===== config.mk =====
export PLATFORM = sky130hd
export DESIGN_NAME = reg_array_ctrl
export DESIGN_NICKNAME = d
export VERILOG_FILES = /design/src/rtl/reg_array_ctrl.sv
export SDC_FILE = /design/constraint.sdc
export NUM_CORES = 1
export LEC_CHECK = 0
export CAP_MARGIN = 20
export CELL_PAD_IN_SITES_DETAIL_PLACEMENT = 1
export CELL_PAD_IN_SITES_GLOBAL_PLACEMENT = 1
export CORE_ASPECT_RATIO = 0.6
export CORE_MARGIN = 2
export CORE_UTILIZATION = 43
export CTS_CLUSTER_SIZE = 24
export DETAILED_ROUTE_END_ITERATION = 10
export GPL_ROUTABILITY_DRIVEN = 0
export GPL_TIMING_DRIVEN = 0
export PLACE_DENSITY_LB_ADDON = 0.1
export SETUP_SLACK_MARGIN = 0.1
export SYNTH_ARGS = -nofsm -noshare
export SYNTH_HDL_FRONTEND = slang
export SYNTH_SLANG_ARGS = --single-unit

===== constraint.sdc =====
create_clock -name clk -period 19.9 [get_ports clk]
set_clock_uncertainty 0.2 [all_clocks]
set_input_delay 4.975 -clock clk [delete_from_list [all_inputs] [get_ports clk]]
set_output_delay 4.975 -clock clk [all_outputs]
set_load 0.02 [all_outputs]

===== src/rtl/reg_array_ctrl.sv =====
// Row register-array sequencer: reads KSIZE buffer rows per tile, drives LOAD/SHIFT/HOLD/CLEAR
// and presents one window per accepted cycle. Optional stall counter under REG_ARRAY_CTRL_PERF_EN.
module reg_array_ctrl #(
  parameter int DW     = 32,
  parameter int POY    = 16,
  parameter int KSIZE  = 3,
  parameter int STRIDE = 1,
  parameter int ADDR_W = 12,
  parameter int TILE_W = 16
) (
  input  logic              clk,
  input  logic              rst,
  input  logic              start,
  input  logic [TILE_W-1:0] cfg_tiles,
  input  logic [ADDR_W-1:0] cfg_base_addr,
  output logic              buf_rd_en,
  output logic [ADDR_W-1:0] buf_rd_addr,
  output logic [1:0]        bank,
  output logic [1:0]        reg_array_cmd,
  output logic              o_pe_valid,
  input  logic              pe_ready,
  output logic              busy,
  output logic              done,
  output logic [31:0]       perf_stall_cnt
);

  localparam logic [2:0] S_IDLE = 3'd0;
  localparam logic [2:0] S_CLR  = 3'd1;
  localparam logic [2:0] S_RD   = 3'd2;
  localparam logic [2:0] S_LOAD = 3'd3;
  localparam logic [2:0] S_WIN  = 3'd4;
  localparam logic [2:0] S_DONE = 3'd5;

  localparam logic [1:0] CMD_HOLD  = 2'b00;
  localparam logic [1:0] CMD_LOAD  = 2'b01;
  localparam logic [1:0] CMD_SHIFT = 2'b10;
  localparam logic [1:0] CMD_CLEAR = 2'b11;

  localparam int K_W   = (KSIZE > 1) ? $clog2(KSIZE) : 1;
  // Rows only matter modulo 2^(ADDR_W+2): two bits pick the bank, the rest wrap into the address.
  localparam int ROW_W = ADDR_W + 2;
  localparam logic [K_W-1:0]   K_LAST    = K_W'(KSIZE - 1);
  localparam logic [ROW_W-1:0] TILE_STEP = ROW_W'(POY * STRIDE);

  if (DW < 1 || KSIZE < 1 || POY < 1 || STRIDE < 1) begin : g_bad_cfg
    $error("reg_array_ctrl: invalid parameter set");
  end

  logic [2:0]        state, state_nxt;
  logic [TILE_W-1:0] tile, tiles_q;
  logic [K_W-1:0]    ky, sx;
  logic [ROW_W-1:0]  row_base, next_row;
  logic [ADDR_W-1:0] base_q, addr_q;
  logic [1:0]        bank_q;
  logic              sx_last, ky_last, tile_last, start_acc;

  assign sx_last   = (sx == K_LAST);
  assign ky_last   = (ky == K_LAST);
  assign tile_last = (tile == tiles_q - TILE_W'(1));
  assign start_acc = (state == S_IDLE) && start;

  always_comb begin
    state_nxt     = state;
    buf_rd_en     = 1'b0;
    reg_array_cmd = CMD_HOLD;
    next_row      = row_base + ROW_W'(ky);
    case (state)
      S_IDLE: if (start) state_nxt = (cfg_tiles != '0) ? S_CLR : S_DONE;
      S_CLR: begin
        reg_array_cmd = CMD_CLEAR;
        state_nxt     = S_RD;
      end
      S_RD: begin
        buf_rd_en = 1'b1;
        state_nxt = S_LOAD;
      end
      S_LOAD: begin
        reg_array_cmd = CMD_LOAD;
        state_nxt     = S_WIN;
      end
      S_WIN: begin
        if (pe_ready) begin
          if (!sx_last) begin
            reg_array_cmd = CMD_SHIFT;
          end else if (!ky_last) begin
            buf_rd_en = 1'b1;
            next_row  = row_base + ROW_W'(ky) + ROW_W'(1);
            state_nxt = S_LOAD;
          end else if (!tile_last) begin
            buf_rd_en = 1'b1;
            next_row  = row_base + TILE_STEP;
            state_nxt = S_LOAD;
          end else begin
            state_nxt = S_DONE;
          end
        end
      end
      S_DONE:  state_nxt = S_IDLE;
      default: state_nxt = S_IDLE;
    endcase
  end

  // Address/bank follow the row being requested, then hold the last requested row.
  assign buf_rd_addr = buf_rd_en ? (base_q + next_row[ROW_W-1:2]) : addr_q;
  assign bank        = buf_rd_en ? next_row[1:0] : bank_q;
  assign o_pe_valid  = (state == S_WIN);
  assign busy        = (state != S_IDLE);
  assign done        = (state == S_DONE);

  always_ff @(posedge clk) begin
    if (start_acc) begin
      tiles_q <= cfg_tiles;
      base_q  <= cfg_base_addr;
    end
  end

  always_ff @(posedge clk) begin
    if (rst) begin
      state    <= S_IDLE;
      tile     <= '0;
      ky       <= '0;
      sx       <= '0;
      row_base <= '0;
      addr_q   <= '0;
      bank_q   <= '0;
    end else begin
      state <= state_nxt;
      if (buf_rd_en) begin
        addr_q <= buf_rd_addr;
        bank_q <= bank;
      end else if (state == S_DONE) begin
        addr_q <= '0;
        bank_q <= '0;
      end
      case (state)
        S_CLR: begin
          tile     <= '0;
          ky       <= '0;
          sx       <= '0;
          row_base <= '0;
        end
        S_LOAD: sx <= '0;
        S_WIN: begin
          if (pe_ready) begin
            if (!sx_last) begin
              sx <= sx + K_W'(1);
            end else if (!ky_last) begin
              ky <= ky + K_W'(1);
            end else if (!tile_last) begin
              tile     <= tile + TILE_W'(1);
              ky       <= '0;
              row_base <= row_base + TILE_STEP;
            end
          end
        end
        default: ;
      endcase
    end
  end

`ifdef REG_ARRAY_CTRL_PERF_EN
  logic [31:0] stall_q;

  function automatic logic [31:0] sat_inc(input logic [31:0] v);
    return (&v) ? v : v + 32'd1;
  endfunction

  always_ff @(posedge clk) begin
    if (rst || start_acc) stall_q <= '0;
    else if (o_pe_valid && !pe_ready) stall_q <= sat_inc(stall_q);
  end

  assign perf_stall_cnt = stall_q;
`else
  assign perf_stall_cnt = '0;
`endif

endmodule


==> Word level (Yosys, flattened, before mapping) <==
Index checks and enable logic that the tools add are counted.
{ "totals": {"mem_count": 0, "out_inout_bits": 52, "in_bits": 32, "latchBits": 0, "elab_cells": 88, "ramBits": 0, "regBits": 79, "mem_bits_ro": 0} }
{ "classes": {"n_reduce_logical": 12, "n_mux": 44, "add_sub_neg": 8, "order_cmp": 0, "bitwise": 0, "n_eq_ne": 15, "shifts": 0, "multipliers": 0, "div": 0} }
{ "op_table": {"columns": ["op", "n"], "rows": [
  ["$mux 14", 9],
  ["$mux 16", 4],
  ["$mux 12", 3],
  ["$pmux 16 s2", 1],
  ["$pmux 14 s2", 1],
  ["$mux 2", 11],
  ["$mux 3", 6],
  ["$add 16x1->16 const B", 1],
  ["$eq 16x16->1", 1],
  ["$reduce_bool 16->1", 1],
  ["$sub 16x1->16 const B", 1],
  ["$pmux 3 s5", 1],
  ["$add 14x1->14 const B", 1],
  ["$add 14x2->14", 1],
  ["$add 14x5->14 const B", 1],
  ["$add 12x12->12", 1],
  ["$pmux 2 s2", 2],
  ["$eq 3x2->1 const B", 2],
  ["$eq 3x3->1 const B", 2],
  ["$ne 2x1->1 const B", 3],
  ["$ne 2x2->1 const B", 3],
  ["$pmux 2 s3", 1],
  ["$reduce_and 3->1", 2],
  ["$reduce_bool 2->1", 3],
  ["other kinds (12)", 17]
]} }

==> Longest topological paths before layout <==
{ "depth": {"ltp_word": 10, "depth_mapped": 21, "ltp_nobuf": 20} }

==> Least setup slack after synthesis <==
OpenSTA, ideal clock, no wires.
{ "synth_path": {"path_kind": "input to output", "startpoint": "input port pe_ready", "endpoint": "output port buf_rd_addr[10]", "n_path_buf": 1, "arrival_ns": 8.023, "required_time_ns": 14.725, "cell_stages": 14, "slack_ns": 6.702, "path_cell_list": "and3_1 nand2_2 nor2_1 buf_2 xor2_1 ha_1 a21o_1 a21oi_1 o21bai_1 a21oi_1 o21ai_0 or4b_2 a31o_2 nand2_1"} }
{ "synth_via": {"elab_chain_cells": 4, "word_cells_on_any_way": 6, "cone_classes": "add/sub (1); mux (5)"} }
{ "synth_rtl": {"columns": ["element", "line_no", "rtl"], "rows": [
  ["start: declaration", "21", "input logic pe_ready,"],
  ["$mux 14", "82", "if (pe_ready) begin"],
  ["$mux 14", "67", "case (state)"],
  ["$add 12x12->12", "104", "assign buf_rd_addr = buf_rd_en ? (base_q + next_row[ROW_W-1:2]) : addr_q;"],
  ["$mux 12 (*)", "104", null],
  ["end: declaration", "17", "output logic [ADDR_W-1:0] buf_rd_addr,"]
]} }
Mark *: on every way between the ends. The rest lies on a longest branch, timed or not.

==> Final worst setup path <==
Ends and elaborated chain as after synthesis.

==> results.py <==
metrics = {
    "power": {
        "p_per_area_nw_per_um2": 74.7,
        "vdd_drop_max_mv": 0.0451,
        "p_leak_nw": 2.44,
        "p_switching_mw": 0.129,
        "p_int_mw": 0.308,
        "switching_share": 0.295,
        "power.share.clock": 0.397,
        "comb_power_share": 0.196,
        "p_seq_frac": 0.406,
    },
    "critical_path": {
        "arrival_ns": 9.79,
        "cp_slowest_cell": "or4b_2",
        "setup.worst_path.class": "in -> out",
        "critPathMaxFanout": 10,
        "worst_setup_path_end_kind": "output port",
        "cp_cell_sequence": "clkdlybuf4s50_1 -> and3_1 -> nand2_2 -> nor2_1 -> buf_2 -> xor2_1 -> ha_1 -> a21o_1 -> a21oi_1 -> o21bai_1 -> a21oi_1 -> o21ai_0 -> or4b_2 -> a31o_2 -> nand2_1 -> clkdlybuf4s50_1",
        "worstReg2RegStart": "tiles_q[0]$_DFFE_PP_",
        "cp_slowest_stage_delay_ns": 0.65,
        "rrSetupSlack_ns": 13.54,
        "required_ns": 14.73,
        "r2r_cells": 20,
        "r2r-end": "addr_q[10]$_SDFFE_PP0P_",
        "crit_path_start_kind": "input pin",
    },
    "sta": {
        "max_clock_freq_mhz": 66.8,
        "relSlewSlack": 0.252,
        "max_slew.worst_pin.slew_ns": 1.12,
        "period_minus_slack_ns": 14.97,
        "hold_viol": 0,
        "fin_setup_tns_ns": 0,
        "fin_crit_sh": 0.752,
        "setup_viol": 0,
        "rsz0062_at_grt": "no",
        "fin_ws_ns": 4.93,
        "slew_viol_final": 0,
    },
    "clock_tree": {
        "clock_sinks": 75,
        "post_cts_buffers": 0,
        "cts_resized": 0,
        "cts_buffer_depth": 2,
        "root_buffer": "clkbuf_16",
        "cts_buffers": 9,
        "cts_hold_buffers": 0,
        "clock_latency_ns": 0.35,
        "h-tree-depth": 3,
        "cts.clk_slew.worst_paths_ns": 0.06,
        "cts_tree": "built",
    },
    "hold_path": {
        "whs_endpoint": "addr_q[5]$_SDFFE_PP0P_",
        "holdPathStages": 2,
        "worstHoldStart": "addr_q[5]$_SDFFE_PP0P_",
        "min_path_type": "reg -> reg",
    },
    "synthesis": {
        "synth_area_leaders": "dfxtp_1, edfxtp_1, nand2_1",
        "synth-seq-cells": 75,
        "avgSynthCellArea_um2": 8.76,
        "ys_warn_count": 0,
        "synthTopCellsByCount": "nand2_1, nor2_1, dfxtp_1",
        "synth_cells": 538,
        "yosys.area.top_type": "dfxtp_1",
        "yosysMostFrequentCell": "nand2_1",
        "synth-seq-area-share": 0.378,
        "synth_cell_types": 68,
        "synth_area_um2": 4710,
        "synth_top_flop_cell": "dfxtp_1",
        "async_reset_ff_frac": 0,
        "synth_top_area_frac": 0.200,
        "synth_edf_count": 28,
    },
    "cells_and_area": {
        "insertedDiodeCount": 0,
        "design_area_um2": 5840,
        "final_layout_size_suffix_gt1_frac": 0.127,
        "finalNetCount": 686,
        "utilization": 0.550,
        "syn_to_final_growth_pct": 23.9,
    },
    "die": {
        "ios": 84,
        "initial_core_util": 0.443,
        "fp.dieArea_um2": 11800,
        "rows": 29,
        "core_area_um2": 10600,
        "die_w_um": 139,
        "die_h_um": 85.1,
    },
    "route": {
        "drt-pass1-iter-count": 5,
        "drc_errors": 0,
        "antenna_left": 0,
        "met2WireLength_um": 6380,
        "top_layer_used": "met4",
        "wl_met3_um": 1130,
        "dr_total_vias": 4398,
        "dr.first_iter.drc_count": 312,
        "met1Wirelength_um": 6930,
        "vias_per_cell": 5.67,
        "wire_per_inst_um": 18.8,
        "wl_um": 14600,
    },
    "placement": {
        "placed_area_um2": 5530,
        "portBuffers": 51,
        "place_worst_setup_slack_ns": 5.01,
        "hpwl_um": 11000,
    },
    "global_route": {
        "grt_max_degree": 29,
        "first_global_vias": 4411,
        "grt_pass1_wl_um": 23300,
        "antenna_found_initial": 0,
        "grt_usage": 0.253,
        "grt_overflow": 0,
    },
    "outcome": {
        "status": "finished clean",
    },
    "flow_run": {
        "cap_violations": 0,
    },
}
## layer usage
metal	track usage	up-vias
met1	0.354	2180
li1	-	2062
met4	0.0560	0
met5	0	-
met2	0.401	143
met3	0.0615	13
## layout make-up
class,instances,area (um2)
Clock inverter,4,27.5
Tap cell,139,174
Fill cell,1279,4790
Clock buffer,12,289
Multi-Input combinational cell,426,2650
Timing Repair Buffer,51,510
Inverter,17,63.8
Sequential cell,75,1780
Buffer,52,343
## registers in the layout (all words and copies together), names as in the netlist
name      cells
addr_q       12
bank_q        2
base_q       12
ky            2
row_base     10
state         3
sx            2
tile         16
tiles_q      16
## cell families after synthesis
group	synth area share
AOI/OAI and AO/OA	0.154
xor gates and xnor gates	0.0669
adders and majority gates	0.0616
buffers and inverters	0.0863
DFF	0.378
muxes	0.0154
other	0.00159
and+or+nand+nor	0.237
## power by group through the flow
| stage | Clock [mW] | Combinational [mW] | Sequential [mW] |
|---|---|---|---|
| 3_3_place_gp | 0 | 0.0805 | 0.180 |
| 2_1_floorplan | 0 | 0.0547 | 0.178 |
| 4_1_cts | 0.175 | 0.0853 | 0.177 |
| 5_1_grt | 0.181 | 0.0931 | 0.178 |
| 6_report | 0.173 | 0.0858 | 0.178 |
| 3_5_place_dp | 0 | 0.0845 | 0.180 |
## worst max-delay path: cells and delay by family
family,cells,cell delay [ns]
xor+xnor,1,0.26
compound gates,6,1.26
buf+inv,3,1.41
simple gates,5,1.56
fa+ha+maj,1,0.33
## worst max path at each step
stage               cells after the start               to  slack [ns]      from
detailed placement                     16  buf_rd_addr[10]        5.01  pe_ready
finish                                 16  buf_rd_addr[10]        4.93  pe_ready
global placement                       16  buf_rd_addr[10]        5.11  pe_ready
CTS                                    16  buf_rd_addr[10]        4.93  pe_ready
global route                           16  buf_rd_addr[10]        4.64  pe_ready
floorplan                              14  buf_rd_addr[10]        6.70  pe_ready
## through the flow
| step | instances | total power [mW] | hold slack, ns |
|---|---|---|---|
| final | 776 | 0.437 | 0.263 |
| after global placement | 760 | 0.261 | 0.243 |
| after CTS | 776 | 0.438 | 0.262 |
| after detailed placement | 760 | 0.265 | 0.252 |
| after global routing | 776 | 0.452 | 0.281 |
| after floorplan | 570 | 0.232 | 0.237 |
## cells in the final DEF (no fill, tap or decap), types with 4 or more instances in the layout
cell / netlist / layout
clkbuf_1: 8 / 8
nor3b_1: 5 / 5
and3_1: 15 / 15
dfxtp_1: 47 / 47
or3_1: 8 / 8
clkbuf_16: 0 / 11
a31oi_1: 9 / 9
o311a_2: 4 / 4
nor3_1: 11 / 11
ha_1: 20 / 20
a31o_2: 5 / 5
nand3_1: 17 / 17
clkdlybuf4s50_1: 0 / 51
a21o_1: 4 / 4
nand4b_1: 4 / 4
a41o_1: 8 / 8
conb_1: 2 / 34
nand2b_1: 5 / 5
o211ai_1: 4 / 4
xor2_1: 13 / 13
edfxtp_1: 28 / 28
nand2_1: 72 / 72
inv_1: 16 / 16
buf_2: 6 / 6
buf_4: 33 / 33
and2_1: 4 / 4
xnor2_1: 23 / 23
nor2b_1: 4 / 4
nand3b_1: 5 / 5
nor4_1: 8 / 8
nor2_1: 48 / 47
a21oi_1: 36 / 36
o21ai_0: 11 / 11
nand4_1: 7 / 7
mux2i_1: 5 / 5
No activity file was read; power rests on OpenSTA's default activity.
